### src/rtl/fpu_add_sub_special_pipe.sv
// fpu_add_sub_special_pipe: two-stage special-case classifier/bypass unit for FP add/sub with sticky flags
module fpu_add_sub_special_pipe #(
  parameter int EXP_W = 8,
  parameter int MAN_W = 23
) (
  input  logic             i_clk,
  input  logic             i_rst_n,
  input  logic             i_valid,
  output logic             o_ready,
  input  logic             i_add_sub,
  input  logic             i_sign_a,
  input  logic [EXP_W-1:0] i_exp_a,
  input  logic [MAN_W-1:0] i_man_a,
  input  logic             i_sign_b,
  input  logic [EXP_W-1:0] i_exp_b,
  input  logic [MAN_W-1:0] i_man_b,
  output logic             o_valid,
  input  logic             i_ready,
  output logic             o_bypass,
  output logic             o_res_sign,
  output logic [EXP_W-1:0] o_res_exp,
  output logic [MAN_W-1:0] o_res_man,
  output logic [2:0]       o_class_a,
  output logic [2:0]       o_class_b,
  input  logic             i_flag_clr,
  output logic             o_flag_invalid,
  output logic             o_flag_inf
);
  localparam logic [2:0] C_ZERO = 3'd0, C_SUB = 3'd1, C_NORM = 3'd2,
                         C_INF = 3'd3, C_QNAN = 3'd4, C_SNAN = 3'd5;
  localparam logic [MAN_W-1:0] QBIT = {1'b1, {(MAN_W-1){1'b0}}};

  function automatic logic [2:0] f_class(input logic [EXP_W-1:0] e, input logic [MAN_W-1:0] m);
    f_class = (e == '0) ? ((m == '0) ? C_ZERO : C_SUB) :
              (&e)      ? ((m == '0) ? C_INF : m[MAN_W-1] ? C_QNAN : C_SNAN) : C_NORM;
  endfunction

  logic             r_v1, r_v2, r_sa, r_sb;
  logic [EXP_W-1:0] r_ea, r_eb;
  logic [MAN_W-1:0] r_ma, r_mb;
  logic [2:0]       r_ca, r_cb;
  logic             r_byp, r_rs;
  logic [EXP_W-1:0] r_re;
  logic [MAN_W-1:0] r_rm;
  logic [2:0]       r_oca, r_ocb;
  logic             r_finv, r_finf;
  logic             w_s2_load, w_s1_load;
  logic             w_nan_a, w_nan_b, w_inf_a, w_inf_b, w_r3, w_byp, w_sign, w_inv, w_inf;
  logic [EXP_W-1:0] w_exp;
  logic [MAN_W-1:0] w_man;

  assign w_s2_load = ~r_v2 | i_ready;
  assign w_s1_load = ~r_v1 | w_s2_load;
  assign o_ready   = w_s1_load;

  // special-case decision on the operands held in S1, in rule priority order
  always_comb begin
    w_nan_a = (r_ca == C_QNAN) | (r_ca == C_SNAN);
    w_nan_b = (r_cb == C_QNAN) | (r_cb == C_SNAN);
    w_inf_a = r_ca == C_INF;
    w_inf_b = r_cb == C_INF;
    w_r3    = ~w_nan_a & ~w_nan_b & w_inf_a & w_inf_b & (r_sa != r_sb);
    w_byp   = w_nan_a | w_nan_b | w_inf_a | w_inf_b;
    w_sign  = w_nan_a ? r_sa : w_nan_b ? r_sb : w_r3 ? 1'b0 : w_inf_a ? r_sa : w_inf_b ? r_sb : 1'b0;
    w_exp   = w_nan_a ? r_ea : w_nan_b ? r_eb : w_byp ? '1 : '0;
    w_man   = w_nan_a ? (r_ma | QBIT) : w_nan_b ? (r_mb | QBIT) : w_r3 ? QBIT : '0;
    w_inv   = w_r3 | (r_ca == C_SNAN) | (r_cb == C_SNAN);
    w_inf   = (w_inf_a | w_inf_b) & ~w_nan_a & ~w_nan_b & ~w_r3;
  end

  // S1: capture operands, effective sign of B and operand classes
  always_ff @(posedge i_clk or negedge i_rst_n) begin
    if (!i_rst_n) begin
      r_v1 <= 1'b0;
      r_sa <= 1'b0;
      r_sb <= 1'b0;
      r_ea <= '0;
      r_eb <= '0;
      r_ma <= '0;
      r_mb <= '0;
      r_ca <= C_ZERO;
      r_cb <= C_ZERO;
    end else if (w_s1_load) begin
      r_v1 <= i_valid;
      r_sa <= i_sign_a;
      r_sb <= i_sign_b ^ i_add_sub;
      r_ea <= i_exp_a;
      r_eb <= i_exp_b;
      r_ma <= i_man_a;
      r_mb <= i_man_b;
      r_ca <= f_class(i_exp_a, i_man_a);
      r_cb <= f_class(i_exp_b, i_man_b);
    end
  end

  // S2: register the special result; holds while downstream stalls
  always_ff @(posedge i_clk or negedge i_rst_n) begin
    if (!i_rst_n) begin
      r_v2  <= 1'b0;
      r_byp <= 1'b0;
      r_rs  <= 1'b0;
      r_re  <= '0;
      r_rm  <= '0;
      r_oca <= C_ZERO;
      r_ocb <= C_ZERO;
    end else if (w_s2_load) begin
      r_v2  <= r_v1;
      r_byp <= w_byp;
      r_rs  <= w_sign;
      r_re  <= w_exp;
      r_rm  <= w_man;
      r_oca <= r_ca;
      r_ocb <= r_cb;
    end
  end

  // sticky flags set as a result enters S2; a set wins over a same-cycle clear
  always_ff @(posedge i_clk or negedge i_rst_n) begin
    if (!i_rst_n) begin
      r_finv <= 1'b0;
      r_finf <= 1'b0;
    end else begin
      r_finv <= (w_s2_load & r_v1 & w_inv) | (r_finv & ~i_flag_clr);
      r_finf <= (w_s2_load & r_v1 & w_inf) | (r_finf & ~i_flag_clr);
    end
  end

  assign o_valid        = r_v2;
  assign o_bypass       = r_byp;
  assign o_res_sign     = r_rs;
  assign o_res_exp      = r_re;
  assign o_res_man      = r_rm;
  assign o_class_a      = r_oca;
  assign o_class_b      = r_ocb;
  assign o_flag_invalid = r_finv;
  assign o_flag_inf     = r_finf;
endmodule

### config.mk
export PLATFORM = sky130hd
export DESIGN_NAME = fpu_add_sub_special_pipe
export DESIGN_NICKNAME = d
export VERILOG_FILES = /design/src/rtl/fpu_add_sub_special_pipe.sv
export SDC_FILE = /design/constraint.sdc
export NUM_CORES = 1
export LEC_CHECK = 0
export ABC_CLOCK_PERIOD_IN_PS = 1200
export CAP_MARGIN = 10
export CELL_PAD_IN_SITES_DETAIL_PLACEMENT = 1
export CELL_PAD_IN_SITES_GLOBAL_PLACEMENT = 1
export CORE_ASPECT_RATIO = 0.5
export CORE_MARGIN = 5
export CORE_UTILIZATION = 33
export DETAILED_ROUTE_END_ITERATION = 7
export HOLD_SLACK_MARGIN = 0.05
export PLACE_DENSITY = 0.8
export SKIP_CTS_REPAIR_TIMING = 1
export SLEW_MARGIN = 10
export SYNTH_ARGS = -nofsm -noshare
export SYNTH_HDL_FRONTEND = slang
export SYNTH_SLANG_ARGS = --single-unit
export TNS_END_PERCENT = 100
### constraint.sdc
create_clock -name i_clk -period 1.2 [get_ports i_clk]
set_input_delay 0.12 -clock i_clk [delete_from_list [all_inputs] [get_ports i_clk]]
set_output_delay 0.12 -clock i_clk [all_outputs]
set_load 0.02 [all_outputs]
Word-level counts from Yosys, hierarchy flattened --
Index checks and enable logic that the tools add are counted.
Word-level totals: flip-flop bits (word level) 111, input bits 70, output and inout port bits 43, logic and storage cells 83
Cells by class: equal/unequal tests 7, multiplexer cells 21, bitwise gates (word level) 31, reductions and logical operators 6
Operator list (count):
- two-way mux 23 bit | 3
- logical NOT 23 bit | 2
- two-way mux 8 bit | 3
- two-way mux 3 bit | 6
- logical NOT 8 bit | 2
- AND reduction 8 bit | 2
- AND 1 bit | 12
- equality test 3 bit (second input constant) | 4
- bitwise OR 1 bit | 12
- two-way mux 1 bit | 9
- equality test 3 x 2 -> 1 bit (second input constant) | 2
- inverter 1 bit | 6
- != test 1 bit | 1
- XOR 1 bit | 1

Depth between registers and ports, before layout --
depth after elaboration 11, gate-level depth with buffers 8, mapped depth without buffers 5

Worst setup path before layout --
No wires, ideal clock.
path kind reg2reg, from register r_v2, in the netlist o_valid, to register r_eb[0], library setup time 117 ps, arrival 1321 ps, required time 1083 ps, slack -238 ps, stages on the path, launching flop included 9, clock period less this slack 1438 ps, cells stage by stage dfrtp_1 > nor2b_1 > and2_1 > buf_4 > inv_2 > buf_4 > buf_6 > nand2_1 > nand2_1
On the way: word-level cells in the longest chain between the ends 3
RTL lines:
- start: declaration | RTL line 38 | logic r_v1, r_v2, r_sa, r_sb;
- start signal: assignment | RTL line 107 | r_v2 <= r_v1;
- inverter 1 bit | RTL line 52 | assign w_s2_load = ~r_v2 | i_ready;
- bitwise OR 1 bit | RTL line 52
- bitwise OR 1 bit | RTL line 53 | assign w_s1_load = ~r_v1 | w_s2_load;
- end signal: assignment | RTL line 88 | r_eb <= i_exp_b;
- end: declaration | RTL line 39 | logic [EXP_W-1:0] r_ea, r_eb;
No other way between the ends. A chain may end at the register's enable or synchronous reset.

Worst setup path after layout --
from register r_ca[1], to register r_re[0], in the netlist o_res_exp[0]
On the way: word-level cells in the longest chain between the ends 8, elaborated cells on any way between the ends 10, those cells by class eq/ne: 3; mux: 3; bitwise: 4
RTL lines:
- start: declaration | RTL line 41 | logic [2:0] r_ca, r_cb;
- start signal: assignment | RTL line 91 | r_ca <= f_class(i_exp_a, i_man_a);
- equality test 3 bit | RTL line 58 | w_nan_a = (r_ca == C_QNAN) | (r_ca == C_SNAN);
- bitwise OR 1 bit | RTL line 58
- bitwise OR 1 bit (3 in a row) | RTL line 63 | w_byp = w_nan_a | w_nan_b | w_inf_a | w_inf_b;
- two-way mux 8 bit (2 in a row) | RTL line 65 | w_exp = w_nan_a ? r_ea : w_nan_b ? r_eb : w_byp ? '1 : '0;
- two-way mux 8 bit (*) | RTL line 65
- end signal: assignment | RTL line 110 | r_re <= w_exp;
- end: declaration | RTL line 43 | logic [EXP_W-1:0] r_re;
Every way passes the cells marked *; elsewhere a longest branch is shown, timed or not.

==> impl_metrics.py <==
metrics = {
    "outcome": {
        "status": "finished with violations",
        "violations": "negative setup slack",
    },
    "timing": {
        "fin_crit_sh_pct": 130,
        "grt_setup_unrepaired": "true",
        "layout_min_cycle_time_ns": 1.56,
        "timing.final.max_slew_violations": 0,
        "slew_headroom_pct": 71.9,
        "hold_violations": 0,
        "skew_ns": 0.0136,
        "setup_viol_count_final": 106,
        "worst_slew_pin_slew_ns": 0.421,
        "worst_slack_ns": -0.357,
        "max_freq_ghz": 0.642,
        "holdWs_ns": 0.0362,
    },
    "route": {
        "dr.pass1.iters": 5,
        "vias": 4904,
        "drt-initial-drc-count": 325,
        "wire_per_inst_um": 23.5,
        "vias_per_cell": 5.36,
        "wirelength_mm": 21.5,
        "route.detailed.drc": 0,
        "ant_nets": 0,
    },
    "yosys": {
        "synth_cells": 512,
        "synth_compound_area_share_pct": 9.12,
        "synth.distinct_cells": 36,
        "yosys_register_bits": 111,
        "synth-simple-area-share_pct": 27.7,
        "synth_top_family_by_area": "simple AND/OR/NAND/NOR gates",
        "synthesis.nets": 582,
        "synth-xor-area-share_pct": 0.372,
        "muxShareOfSynthArea_pct": 0.213,
        "ys.warnings.count": 0,
        "synthAdderAreaFrac_pct": 0,
        "synth.avg_cell_area_um2": 9.19,
        "synthesis.area_um2": 4710,
        "ys_seq_area_share_pct": 59.0,
    },
    "global_route": {
        "grt_max_degree": 39,
        "grt_pass1_vias": 5030,
        "antenna_found_initial": 1,
        "grt_pass1_wl_mm": 26.0,
        "grt-ovfl-total": 0,
        "grt_usage_pct": 19.6,
    },
    "hold_path": {
        "worstHoldPathType": "in2reg",
        "holdPathStages": 3,
        "min_to": "r_ma[18]",
        "min-delay-start": "i_man_a[18]",
    },
    "critical_path": {
        "critPathLaunchType": "flop",
        "crit_path_end_kind": "flop",
        "rrSetupSlack_ns": -0.36,
        "reg2reg_depth": 7,
        "cp_slowest_stage_delay_ns": 0.45,
        "critPathKind": "reg2reg",
        "slowest_stage": "dfrtp_2",
        "worst_ep_required_time_ns": 1.44,
        "arrival_ns": 1.79,
        "critical_path.cell_chain": "nand3b_1 > buf_4 > o21ai_4 > o31ai_4 > buf_6 > clkbuf_16 > o21ai_2",
        "r2r-end": "o_res_exp[0]",
        "cp_max_fo": 5,
        "r2r_start": "r_ca[1]",
    },
    "clock_tree": {
        "cts_tree": "built",
        "root_buffer": "clkbuf_16",
        "cts_sinks": 111,
        "cts_buffer_depth": 2,
        "htreeDepth": 3,
        "cts_buffers": 9,
        "clkTransAtPathRegs_ns": 0.08,
        "clkLatencyLatePin_ns": 0.35,
    },
    "die": {
        "die-height_um": 94.4,
        "die-area_um2": 16900,
        "boundaryPins": 113,
        "fp.coreArea_um2": 13700,
        "start_util_pct": 34.3,
        "fp-row-count": 30,
        "die_x_um": 179,
    },
    "placement": {
        "dp_hpwl_mm": 12.0,
        "dpl_worst_slack_ns": -0.602,
        "port_buffers": 112,
        "post_dp_cell_area_um2": 6740,
        "routabilityCongestion": 0.803,
    },
    "run": {
        "cap_viol_max_count": 0,
    },
    "pwr": {
        "ir_worst_vdd_v": 0.000749,
        "powerDensity_nw_per_um2": 1210,
        "p_leak_nw": 4.43,
    },
    "finish": {
        "final_nets": 787,
        "finalInstanceArea_um2": 8000,
        "drive_gt1_share_pct": 32.8,
        "final_util_pct": 58.3,
        "area_growth_pct": 70.1,
    },
}
worst max path at each step:
stage / from / to / slack (ns) / depth (start not counted)
after detailed placement: i_man_b[0] / r_cb[2] / -0.60 / 6
after global routing: r_ca[1] / o_res_exp[2] / -0.39 / 7
after floorplan: o_valid / r_eb[0] / -0.11 / 8
final: r_ca[1] / o_res_exp[0] / -0.36 / 7
after CTS: o_valid / o_ready / -0.65 / 4
after global placement: i_man_b[1] / r_cb[2] / -0.55 / 6
stage by stage:
step | setup TNS [ns] | power (mW) | instances
after floorplan | -6.20 | 5.22 | 512
after global placement | -44.62 | 6.25 | 867
after detailed placement | -46.36 | 6.34 | 867
after CTS | -33.10 | 9.24 | 883
after global routing | -25.06 | 10.0 | 915
final | -20.73 | 9.67 | 915
cell families after synthesis:
family | Yosys count
muxes | 1
AOI/OAI and AO/OA | 57
buffers and inverters | 31
DFF | 111
and+or+nand+nor | 310
xor gates and xnor gates | 2
cell type report:
type	instances	area [um2]
multi-input combinational	370	2240
clock buffer	9	225
inverter	2	20.0
sequential	111	2780
timing repair buffer	223	2440
fill	1493	5740
antenna	1	2.50
tap	192	240
clock inverter	7	55.1
Yosys cell counts (all sizes together):
cell	instances	area share, %
mux2i	1	0.21
a31oi	2	0.27
nand3b	1	0.16
nor4	11	1.6
or4	4	0.96
xnor2	2	0.37
a221oi	23	4.3
nand4	6	0.80
dfrtp	111	59
and2b	1	0.21
o21ai	15	1.8
buf	24	3.1
nor2	53	4.5
and2	2	0.32
a22o	2	0.37
o22ai	9	1.2
nand2	220	18
a41o	1	0.21
inv	2	0.16
a21oi	1	0.11
o31ai	4	0.93
nor2b	3	0.40
clkbuf	5	0.40
nand2b	4	0.53
or3	2	0.27
nor3	3	0.32
per-layer routing:
layer	routed length [um]	GRT usage [%]
met1	9050	25.2
met2	10600	33.9
met3	1150	3.84
met4	766	5.42
met5	0	0
cells in the final DEF (no fill, tap or decap), types with 3 or more instances in the layout:
master / count
nand2_2: 37
nor2_4: 4
nand2_4: 5
buf_6: 8
a221oi_2: 22
nand2_1: 178
buf_4: 79
nor4_2: 8
o31ai_4: 3
o21ai_1: 4
buf_12: 12
o21ai_2: 10
dfrtp_1: 109
clkbuf_16: 16
buf_8: 3
dlymetal6s2s_1: 66
or4_4: 4
clkdlybuf4s50_1: 43
nand4_1: 6
o22ai_1: 9
nor2_1: 48
critical path, delay by kind of cell (launching register included):
family	cells	cell delay [ns]
buffers and inverters	3	0.49
flip-flops	1	0.45
AO/OA/AOI/OAI	3	0.28
AND/OR/NAND/NOR	1	0.22
report_power, final:
part | internal (mW) | total, mW | switching (mW)
Clock | 1.44 | 2.93 | 1.49
Combinational | 1.07 | 2.29 | 1.22
Sequential | 4.12 | 4.45 | 0.324
flip-flops by register name (all words and copies together), names as in the netlist:
register        flops
r_eb                8
o_class_b           3
r_v1                1
o_res_sign          1
r_cb                3
o_res_man          23
o_res_exp           8
r_ma               22
r_mb               22
o_flag_inf          1
o_valid             1
r_sb                1
r_ea                8
r_ca                3
r_sa                1
o_bypass            1
o_class_a           3
o_flag_invalid      1
(Power assumes the default switching activity.)
